### config.mk
export PLATFORM = sky130hd
export DESIGN_NAME = spi_rom_arbiter
export DESIGN_NICKNAME = d
export VERILOG_FILES = /design/src/rtl/spi_rom_pkg.sv /design/src/rtl/spi_rom_phy.sv /design/src/rtl/spi_rom_arbiter.sv
export SDC_FILE = /design/constraint.sdc
export NUM_CORES = 1
export LEC_CHECK = 0
export ABC_AREA = 1
export BUFFER_PORTS_ARGS = -buffer_cell sky130_fd_sc_hd__clkbuf_2
export CAP_MARGIN = 20
export CORE_MARGIN = 5
export CORE_UTILIZATION = 45
export DETAILED_ROUTE_END_ITERATION = 8
export PLACE_DENSITY = 0.68
export RECOVER_POWER = 100
export SLEW_MARGIN = 20
export SYNTH_ARGS = -nofsm -noshare
export SYNTH_HDL_FRONTEND = slang
export SYNTH_HIERARCHICAL = 1
export SYNTH_SLANG_ARGS = --single-unit
### constraint.sdc
create_clock -name clk -period 2.6 [get_ports clk]
set_input_delay 0.78 -clock clk [delete_from_list [all_inputs] [get_ports clk]]
set_output_delay 0.78 -clock clk [all_outputs]
set_load 0.03 [all_outputs]
### src/rtl/spi_rom_pkg.sv
// Shared constants and FSM encoding for the SPI/QSPI ROM arbiter.
// Optional SPI_ROM_ARB_RR_EN (round-robin arbitration) is handled in spi_rom_arbiter.
package spi_rom_pkg;

  localparam logic [7:0]  CMD_READ    = 8'h03;
  localparam logic [7:0]  CMD_QREAD   = 8'h6B;
  localparam int unsigned CMD_BITS    = 8;
  localparam int unsigned ADDR_BITS   = 24;
  localparam int unsigned QDUMMY_BITS = 8;

  typedef enum logic [2:0] {
    IDLE,
    CMD,
    ADDR,
    DUMMY,
    DATA,
    GAP
  } state_e;

  function automatic logic [7:0] cmd_for(input logic quad);
    return quad ? CMD_QREAD : CMD_READ;
  endfunction

endpackage

### src/rtl/spi_rom_phy.sv
// SPI bit engine: sclk phase generator, MOSI shifter and input bit/nibble
// assembler with a registered byte-valid strobe.
module spi_rom_phy (
  input  logic        clk,
  input  logic        rst_n,
  input  logic        cs_i,
  input  logic        load_i,
  input  logic [31:0] word_i,
  input  logic        sample_i,
  input  logic        quad_i,
  input  logic [3:0]  spi_in_i,
  output logic        tick_o,
  output logic        sclk_o,
  output logic        mosi_o,
  output logic        byte_last_o,
  output logic        valid_o,
  output logic [7:0]  data_o
);

  logic        ph_q;
  logic [31:0] mosi_q;
  logic [7:0]  in_q;
  logic [2:0]  in_cnt_q;
  logic        valid_q;
  logic [7:0]  data_q;
  logic [7:0]  byte_next;

  // tick marks the edge that ends the sclk-high phase (ph 1->0)
  assign tick_o      = cs_i & ph_q;
  assign sclk_o      = ph_q;
  assign mosi_o      = mosi_q[31];
  assign byte_next   = quad_i ? {in_q[3:0], spi_in_i} : {in_q[6:0], spi_in_i[1]};
  assign byte_last_o = sample_i & tick_o & (quad_i ? in_cnt_q[0] : (in_cnt_q == 3'd7));
  assign valid_o     = valid_q;
  assign data_o      = data_q;

  always_ff @(posedge clk or negedge rst_n) begin
    if (!rst_n) begin
      ph_q     <= 1'b0;
      mosi_q   <= '0;
      in_q     <= '0;
      in_cnt_q <= '0;
      valid_q  <= 1'b0;
      data_q   <= '0;
    end else begin
      ph_q    <= cs_i ? ~ph_q : 1'b0;
      valid_q <= byte_last_o;
      if (load_i) begin
        mosi_q   <= word_i;
        in_cnt_q <= '0;
      end else if (tick_o) begin
        mosi_q <= {mosi_q[30:0], 1'b0};
      end
      if (sample_i && tick_o) begin
        in_q     <= byte_next;
        in_cnt_q <= byte_last_o ? 3'd0 : in_cnt_q + 3'd1;
      end
      if (byte_last_o) data_q <= byte_next;
    end
  end

endmodule

### src/rtl/spi_rom_arbiter.sv
// Two-port SPI/QSPI ROM read arbiter and transaction sequencer.
// Define SPI_ROM_ARB_RR_EN for round-robin arbitration; default is fixed priority.
module spi_rom_arbiter
  import spi_rom_pkg::*;
#(
  parameter int unsigned LEN_W    = 8,
  parameter int unsigned GAP_CLKS = 4
) (
  input  logic             clk,
  input  logic             reset,
  input  logic             req0,
  input  logic             req1,
  input  logic [23:0]      addr0,
  input  logic [23:0]      addr1,
  input  logic [LEN_W-1:0] len0,
  input  logic [LEN_W-1:0] len1,
  input  logic             quad0,
  input  logic             quad1,
  output logic             gnt0,
  output logic             gnt1,
  output logic             done0,
  output logic             done1,
  output logic [7:0]       rd_data,
  output logic             rd_valid,
  output logic             rd_id,
  output logic             spi_cs,
  output logic             spi_sclk,
  input  logic [3:0]       spi_in,
  output logic             spi_out0,
  output logic             spi_dir0
);

  // The IDLE grant cycle is itself a CS-low cycle, so GAP holds one fewer
  // cycle to give exactly GAP_CLKS low cycles when a request is waiting.
  localparam int unsigned GAP_LEN = (GAP_CLKS > 1) ? GAP_CLKS - 1 : 1;
  localparam int unsigned GW      = $clog2(GAP_LEN + 1);
  localparam logic [GW-1:0] GAP_FIRST = GW'(GAP_LEN - 1);

  state_e           state_q, state_d;
  logic             id_q, id_d;
  logic             quad_q, quad_d;
  logic [LEN_W-1:0] len_q, len_d;
  logic [4:0]       cnt_q, cnt_d;
  logic [GW-1:0]    gap_q, gap_d;
  logic             cs_q, cs_d;
  logic             dir_q, dir_d;

  logic             gnt_any, pick1, load;
  logic [23:0]      sel_addr;
  logic [LEN_W-1:0] sel_len;
  logic             sel_quad;
  logic             tick, byte_last, gap_first;

`ifdef SPI_ROM_ARB_RR_EN
  logic last_q, last_d;
  assign pick1 = req1 & (~req0 | ~last_q);
`else
  assign pick1 = req1 & ~req0;
`endif

  assign gnt_any  = reset & (state_q == IDLE) & (req0 | req1);
  assign gnt0     = gnt_any & ~pick1;
  assign gnt1     = gnt_any & pick1;
  assign sel_addr = pick1 ? addr1 : addr0;
  assign sel_len  = pick1 ? len1  : len0;
  assign sel_quad = pick1 ? quad1 : quad0;

  assign gap_first = (state_q == GAP) && (gap_q == GAP_FIRST);
  assign done0     = gap_first & ~id_q;
  assign done1     = gap_first & id_q;
  assign rd_id     = id_q;
  assign spi_cs    = cs_q;
  assign spi_dir0  = dir_q;

  spi_rom_phy u_phy (
    .clk         (clk),
    .rst_n       (reset),
    .cs_i        (cs_q),
    .load_i      (load),
    .word_i      ({cmd_for(sel_quad), sel_addr}),
    .sample_i    (state_q == DATA),
    .quad_i      (quad_q),
    .spi_in_i    (spi_in),
    .tick_o      (tick),
    .sclk_o      (spi_sclk),
    .mosi_o      (spi_out0),
    .byte_last_o (byte_last),
    .valid_o     (rd_valid),
    .data_o      (rd_data)
  );

  always_comb begin
    state_d = state_q;
    id_d    = id_q;
    quad_d  = quad_q;
    len_d   = len_q;
    cnt_d   = cnt_q;
    gap_d   = gap_q;
    cs_d    = cs_q;
    dir_d   = dir_q;
    load    = 1'b0;
`ifdef SPI_ROM_ARB_RR_EN
    last_d  = last_q;
`endif
    unique case (state_q)
      IDLE: begin
        if (gnt_any) begin
          id_d   = pick1;
          quad_d = sel_quad;
          len_d  = sel_len;
`ifdef SPI_ROM_ARB_RR_EN
          last_d = pick1;
`endif
          if (sel_len == '0) begin
            state_d = GAP;
            gap_d   = GAP_FIRST;
          end else begin
            state_d = CMD;
            cs_d    = 1'b1;
            cnt_d   = '0;
            load    = 1'b1;
          end
        end
      end
      CMD: begin
        if (tick) begin
          cnt_d = cnt_q + 5'd1;
          if (cnt_q == 5'(CMD_BITS - 1)) begin
            cnt_d   = '0;
            state_d = ADDR;
          end
        end
      end
      ADDR: begin
        if (tick) begin
          cnt_d = cnt_q + 5'd1;
          if (cnt_q == 5'(ADDR_BITS - 1)) begin
            cnt_d   = '0;
            dir_d   = 1'b1;
            state_d = quad_q ? DUMMY : DATA;
          end
        end
      end
      DUMMY: begin
        if (tick) begin
          cnt_d = cnt_q + 5'd1;
          if (cnt_q == 5'(QDUMMY_BITS - 1)) begin
            cnt_d   = '0;
            state_d = DATA;
          end
        end
      end
      DATA: begin
        if (byte_last) begin
          len_d = len_q - LEN_W'(1);
          if (len_q == LEN_W'(1)) begin
            state_d = GAP;
            cs_d    = 1'b0;
            dir_d   = 1'b0;
            gap_d   = GAP_FIRST;
          end
        end
      end
      GAP: begin
        if (gap_q == '0) state_d = IDLE;
        else             gap_d   = gap_q - GW'(1);
      end
      default: state_d = IDLE;
    endcase
  end

  always_ff @(posedge clk or negedge reset) begin
    if (!reset) begin
      state_q <= IDLE;
      id_q    <= 1'b0;
      quad_q  <= 1'b0;
      len_q   <= '0;
      cnt_q   <= '0;
      gap_q   <= '0;
      cs_q    <= 1'b0;
      dir_q   <= 1'b0;
    end else begin
      state_q <= state_d;
      id_q    <= id_d;
      quad_q  <= quad_d;
      len_q   <= len_d;
      cnt_q   <= cnt_d;
      gap_q   <= gap_d;
      cs_q    <= cs_d;
      dir_q   <= dir_d;
    end
  end

`ifdef SPI_ROM_ARB_RR_EN
  always_ff @(posedge clk or negedge reset) begin
    if (!reset) last_q <= 1'b1;
    else        last_q <= last_d;
  end
`endif

endmodule
After elaboration in Yosys (flattened, before gate mapping) --
Index checks and enable logic that the tools add are counted.
Storage, ports and cells: memory bits (read-only) 0, register bits 74, input port bits 74, word-level logic and storage cells 128, output and inout bits 18, bits in writable memories 0, memories 0, latch bits 0
Cells by class: reduce and logical (&&, ||, !) cells 19, divide/modulo/power cells 0, muxes and demuxes 52, bitwise operators 15, eq/ne operators 24, add/subtract/negate cells 4, order comparisons 0, multipliers 0, shift operators 0
Operators with widths (count):
- two-way mux 32 bit | 2
- two-way mux 3 bit | 15
- two-way mux 8 bit | 4
- two-way mux 5 bit | 6
- two-way mux 24 bit | 1
- one-hot mux 3 bit (6 select lines) | 1
- inequality test 2 bit, second input constant | 8
- one-hot mux 8 bit (2 select lines) | 1
- one-hot mux 5 bit (3 select lines) | 1
- AND reduction 5 bit | 3
- two-way mux 1 bit | 12
- inequality test 2 x 1 -> 1 bit, second input constant | 6
- AND 1 bit | 10
- two-way mux 2 bit | 5
- AND reduction 10 bit | 1
- == test 3 bit, second input constant | 3
- == test 8 x 1 -> 1 bit, second input constant | 1
- zero test 8 bit | 1
- nonzero test 2 bit | 4
- subtractor 8 x 1 -> 8 bit, second input constant | 1
- two-way mux 7 bit | 1
- == test 3 x 2 -> 1 bit, second input constant | 2
- one-hot mux 2 bit (3 select lines) | 1
- AND reduction 6 bit | 1
- 17 further kinds | 23

Longest topological paths before layout --
depth in word-level cells 9, depth in mapped cells 17

Modules after synthesis --
The synthesis kept the hierarchy.
By module, submodules not included:
- spi_rom_phy | seq. area each 1301.2 um2, area an instance 2397.3 um2, cells each 295, instances 1
- spi_rom_arbiter | seq. area each 550.5 um2, area an instance 2008.2 um2, cells each 338, instances 1

Worst setup path after synthesis --
No wires, ideal clock.
path kind input to output, from in req1, to out gnt1, arrival time 1.757 ns, stages on the path 5, slack 0.063 ns, path buffers 3, required time 1.820 ns, cell sequence buf_4 nand2_4 buf_8 clkbuf_1 nor2_1
On the way: longest elaborated chain between the ends 3, elaborated cells on any way between the ends 4, those cells by class bitwise: 4
RTL lines:
- from (decl) | line spi_rom_arbiter.sv:12 | input logic req1,
- OR 1 bit | line spi_rom_arbiter.sv:61 | assign gnt_any = reset & (state_q == IDLE) & (req0 | req1);
- AND 1 bit | line spi_rom_arbiter.sv:61
- AND 1 bit * | line spi_rom_arbiter.sv:63 | assign gnt1 = gnt_any & pick1;
- to (decl) | line spi_rom_arbiter.sv:20 | output logic gnt1,
Every way passes the cells marked *; elsewhere a longest branch is shown, timed or not.

Final worst setup path --
from reg state_q[1], to out gnt1
On the way: longest elaborated chain between the ends 4
RTL lines:
- from (decl) | line spi_rom_arbiter.sv:39 | state_e state_q, state_d;
- from (signal assigned) | line spi_rom_arbiter.sv:183 | state_q <= state_d;
- zero test 3 bit | line spi_rom_arbiter.sv:61
- AND 1 bit (2 in series) | line spi_rom_arbiter.sv:61
- AND 1 bit | line spi_rom_arbiter.sv:63
Every way passes these cells.

==> summary.txt <==
Run status
  • Status: finished clean

Placed design
  • PortBufs: 91
  • GPL Wtd Cong: 0.827
  • DP Worst Slack: 0.119 ns
  • Final HPWL DP: ~7500 microns

Floorplanning
  • Ports: between 90 and 100
  • Die width: roughly 110 microns
  • Core box area: 9640 sq um
  • Die H: approximately 110 microns
  • Die footprint: between 10,000 and 15,000 sq um
  • Row cnt: 36
  • Starting density of the core: between 40% and 50%

Clock tree
  • Root Buffer: clkbuf_8
  • Hold buffer count at CTS: 0
  • H-tree levels: 3
  • Reg clk slew, reported paths: 0.08 ns
  • Clk_lat worst skew: ~0.34 ns
  • Clk sinks: 74
  • CTS tree: yes
  • Clock buffer count from CTS: 9
  • Clk buf depth: 2

Setup path
  • Worst R2R Setup Slack: 0.26 ns
  • Crit end category: output port
  • Cell mode on critical path: inv_1
  • Worst path slowest cell: dfrtp_2
  • R2R Path Start: state_q[1]$_DFFE_PN0P_
  • Critical path required time: between 1.5 and 2 ns
  • FF-to-FF path depth: 11
  • CP cell instances: inv_1, nand2_4, nor2_4, inv_1, nor2_2, inv_1, nor2_1, clkbuf_2
  • Setup crit start kind: flop
  • Setup crit end: gnt1
  • Reg-to-Reg End: state_q[2]$_DFFE_PN0P_
  • Worst Setup SP: state_q[1]$_DFFE_PN0P_
  • Crit-path max FO: 6
  • Arr. time, crit path: about 1.7 ns
  • Max incr delay on CP: between 0.4 and 0.5 ns
  • CP Class: reg2out

Timing
  • Minimum clock period: about 2.5 ns
  • Final Setup Violations: 0
  • Final hold violation count: 0
  • PnR worst setup slack: just over 0.1 ns
  • F_max: roughly 400 MHz
  • Setup Skew: 0.0135 ns
  • Final period util: between 90% and 100%
  • Slew margin rel.: roughly 28%
  • Worst Max-Slew Pin Slew: between 1 and 1.5 ns
  • Max Slew Vio Count: 0

Yosys
  • Post-synthesis instance area: roughly 4400 sq um
  • Count leader, synth: nand2_1
  • Syn Inst Count: roughly 630
  • Sequential fraction of the synthesis area: around 42%
  • Top cell type's share of synthesized area: 42.0%
  • Synth area leader: dfrtp_1
  • Main flop type after synthesis: dfrtp_1
  • Count of different cell masters after synthesis: 31
  • Main area contributors after synthesis: dfrtp_1 (42%), nand2_1 (24%), nand3_1 (10%)
  • Yosys reg bits: 74
  • Post-synth EDFFs: 0
  • Synthesis warning total: 6
  • Asr flop ratio synth: between 90% and 100%
  • Most frequent cells after synthesis: nand2_1 (283), nand3_1 (90), dfrtp_1 (74)
  • Avg Cell Area, Syn: between 6 and 7 sq um

Job
  • MaxCap Viol Count: 0

Power
  • Cell Pwr Density: 989 nW/um^2
  • Peak VDD IR: ~0.34 mV
  • Leakage: between 2 and 3 nW
  • Total Power: a little over 0.005 W

Detailed routing
  • Vias per cell: ~4.9
  • Vias: 4,205
  • First DRT Iteration DRCs: between 150 and 200
  • Detail Route Antenna Nets: 0
  • Final WL: 10,200 microns
  • Drt pass-1 iters: 5
  • DRC: 0
  • WL/cell: around 12 microns

Global route
  • Global-route wire length before repair: 17,600 microns
  • Overall Global Routing Usage: a little under a fifth
  • Largest net degree at the start of global routing: 75
  • Vias in the first global route: between 3,000 and 4,000
  • Grt ovf: 0
  • Initial antenna violation count: 0

Hold path
  • HP Class: reg2reg
  • Cell depth of the worst hold path: 2

Cells and area
  • Ratio of cells with drive above 1 in the final layout: between 10% and 20%
  • Area grow syn2layout: 18.7%
  • Fin nets: just over 800
  • Multi-input gate area: around 2200 sq um
  • Final Util: a little over half
  • Register area: roughly 1900 sq um
  • Fillers: about 1,000
  • Ant. Diodes: 0
==> worst min path at each step <==
stage,startpoint,endpoint,slack [ns]
2_1_floorplan,u_phy/mosi_q[0]$_DFFE_PN0P_,u_phy/mosi_q[0]$_DFFE_PN0P_,0.44
3_3_place_gp,u_phy/data_o[2]$_DFFE_PN0P_,u_phy/data_o[2]$_DFFE_PN0P_,0.45
3_5_place_dp,u_phy/data_o[7]$_DFFE_PN0P_,u_phy/data_o[7]$_DFFE_PN0P_,0.46
4_1_cts,u_phy/data_o[7]$_DFFE_PN0P_,u_phy/data_o[7]$_DFFE_PN0P_,0.48
5_1_grt,u_phy/data_o[7]$_DFFE_PN0P_,u_phy/data_o[7]$_DFFE_PN0P_,0.50
6_report,u_phy/data_o[7]$_DFFE_PN0P_,u_phy/data_o[7]$_DFFE_PN0P_,0.47
==> through the flow <==
stage	hold slack, ns	std cells	instance area [sq um]	TNS, ns
floorplan	0.443	636	4420	0
global placement	0.455	849	5020	0
detailed placement	0.460	849	5020	0
CTS	0.479	864	5260	0
global route	0.497	867	5230	-0.0213
finish	0.473	867	5230	0
==> cell families after synthesis <==
logic type / count (synthesis) / synth area share [%]
and+or+nand+nor: 437 / 43.6
adders and majority gates: 7 / 1.99
DFF: 74 / 42.0
buffers and inverters: 79 / 7.95
AOI/OAI and AO/OA: 30 / 3.49
other: 2 / 0.170
xor gates and xnor gates: 4 / 0.795
==> state kept, by name (all words and copies together) (netlist names) <==
register and count:
u_phy/sclk_o 1, spi_dir0 1, state_q 3, len_q 8, gap_q 2, quad_q 1
u_phy/valid_o 1, rd_id 1, u_phy/in_q 7, u_phy/mosi_q 32, u_phy/data_o 8, spi_cs 1
u_phy/in_cnt_q 3, cnt_q 5
==> cells in the final DEF, fill, tap and decap left out <==
| cell | count |
|---|---|
| a21oi_1 | 8 |
| a31oi_1 | 2 |
| buf_12 | 2 |
| buf_4 | 11 |
| bufinv_16 | 3 |
| clkbuf_1 | 19 |
| clkbuf_2 | 75 |
| clkbuf_8 | 9 |
| clkinv_2 | 1 |
| clkinv_4 | 1 |
| conb_1 | 5 |
| dfrtp_1 | 72 |
| dfrtp_2 | 2 |
| ha_1 | 7 |
| inv_1 | 49 |
| inv_2 | 6 |
| inv_4 | 1 |
| nand2_1 | 285 |
| nand2_2 | 10 |
| nand2_4 | 3 |
| nand3_1 | 91 |
| nand3_4 | 1 |
| nand3b_1 | 4 |
| nand4_1 | 5 |
| nor2_1 | 28 |
| nor2_2 | 2 |
| nor2_4 | 3 |
| nor2_8 | 1 |
| nor3_1 | 1 |
| nor3_2 | 2 |
| nor3b_1 | 1 |
| o21ai_0 | 17 |
| o21ai_1 | 2 |
| o22ai_1 | 1 |
| xor2_1 | 4 |
==> worst max-delay path: cells and delay by family, from the launching register on <==
family	cells	cell delay [ns]
buffers and inverters	4	0.49
DFF	1	0.45
and+or+nand+nor	4	0.42
==> power by group <==
group,internal (W),switching [W]
Sequential,0.00161,0.000315
Combinational,0.000758,0.00144
Clock,0.000633,0.000418
==> routing by layer <==
layer  vias up  global-route usage, %  share of wire [%]  routed length [microns]
met1      1909                   24.3                 45                     4650
li1       2174                      -                  -                        -
met3         6                   4.50                5.3                      543
met4         0                   4.78               0.81                       83
met2       116                   30.6                 48                     4960
met5         -                      0                  0                        0
==> layout make-up <==
type                       count  area share, %
tap                          133           3.18
multi-input combinational    483           42.1
timing repair buffer         106           10.8
clock buffer                  10           2.44
inverter                      56           4.07
clock inverter                 5           1.99
sequential                    74           35.5
==> what timing repair did <==
item                       4_1_cts  5_1_grt
gates resized for setup          3        7
pin swaps                        0        1
buffers inserted                 0        3
setup endpoints to repair        1        5
Power figures use the tool's default switching activity.
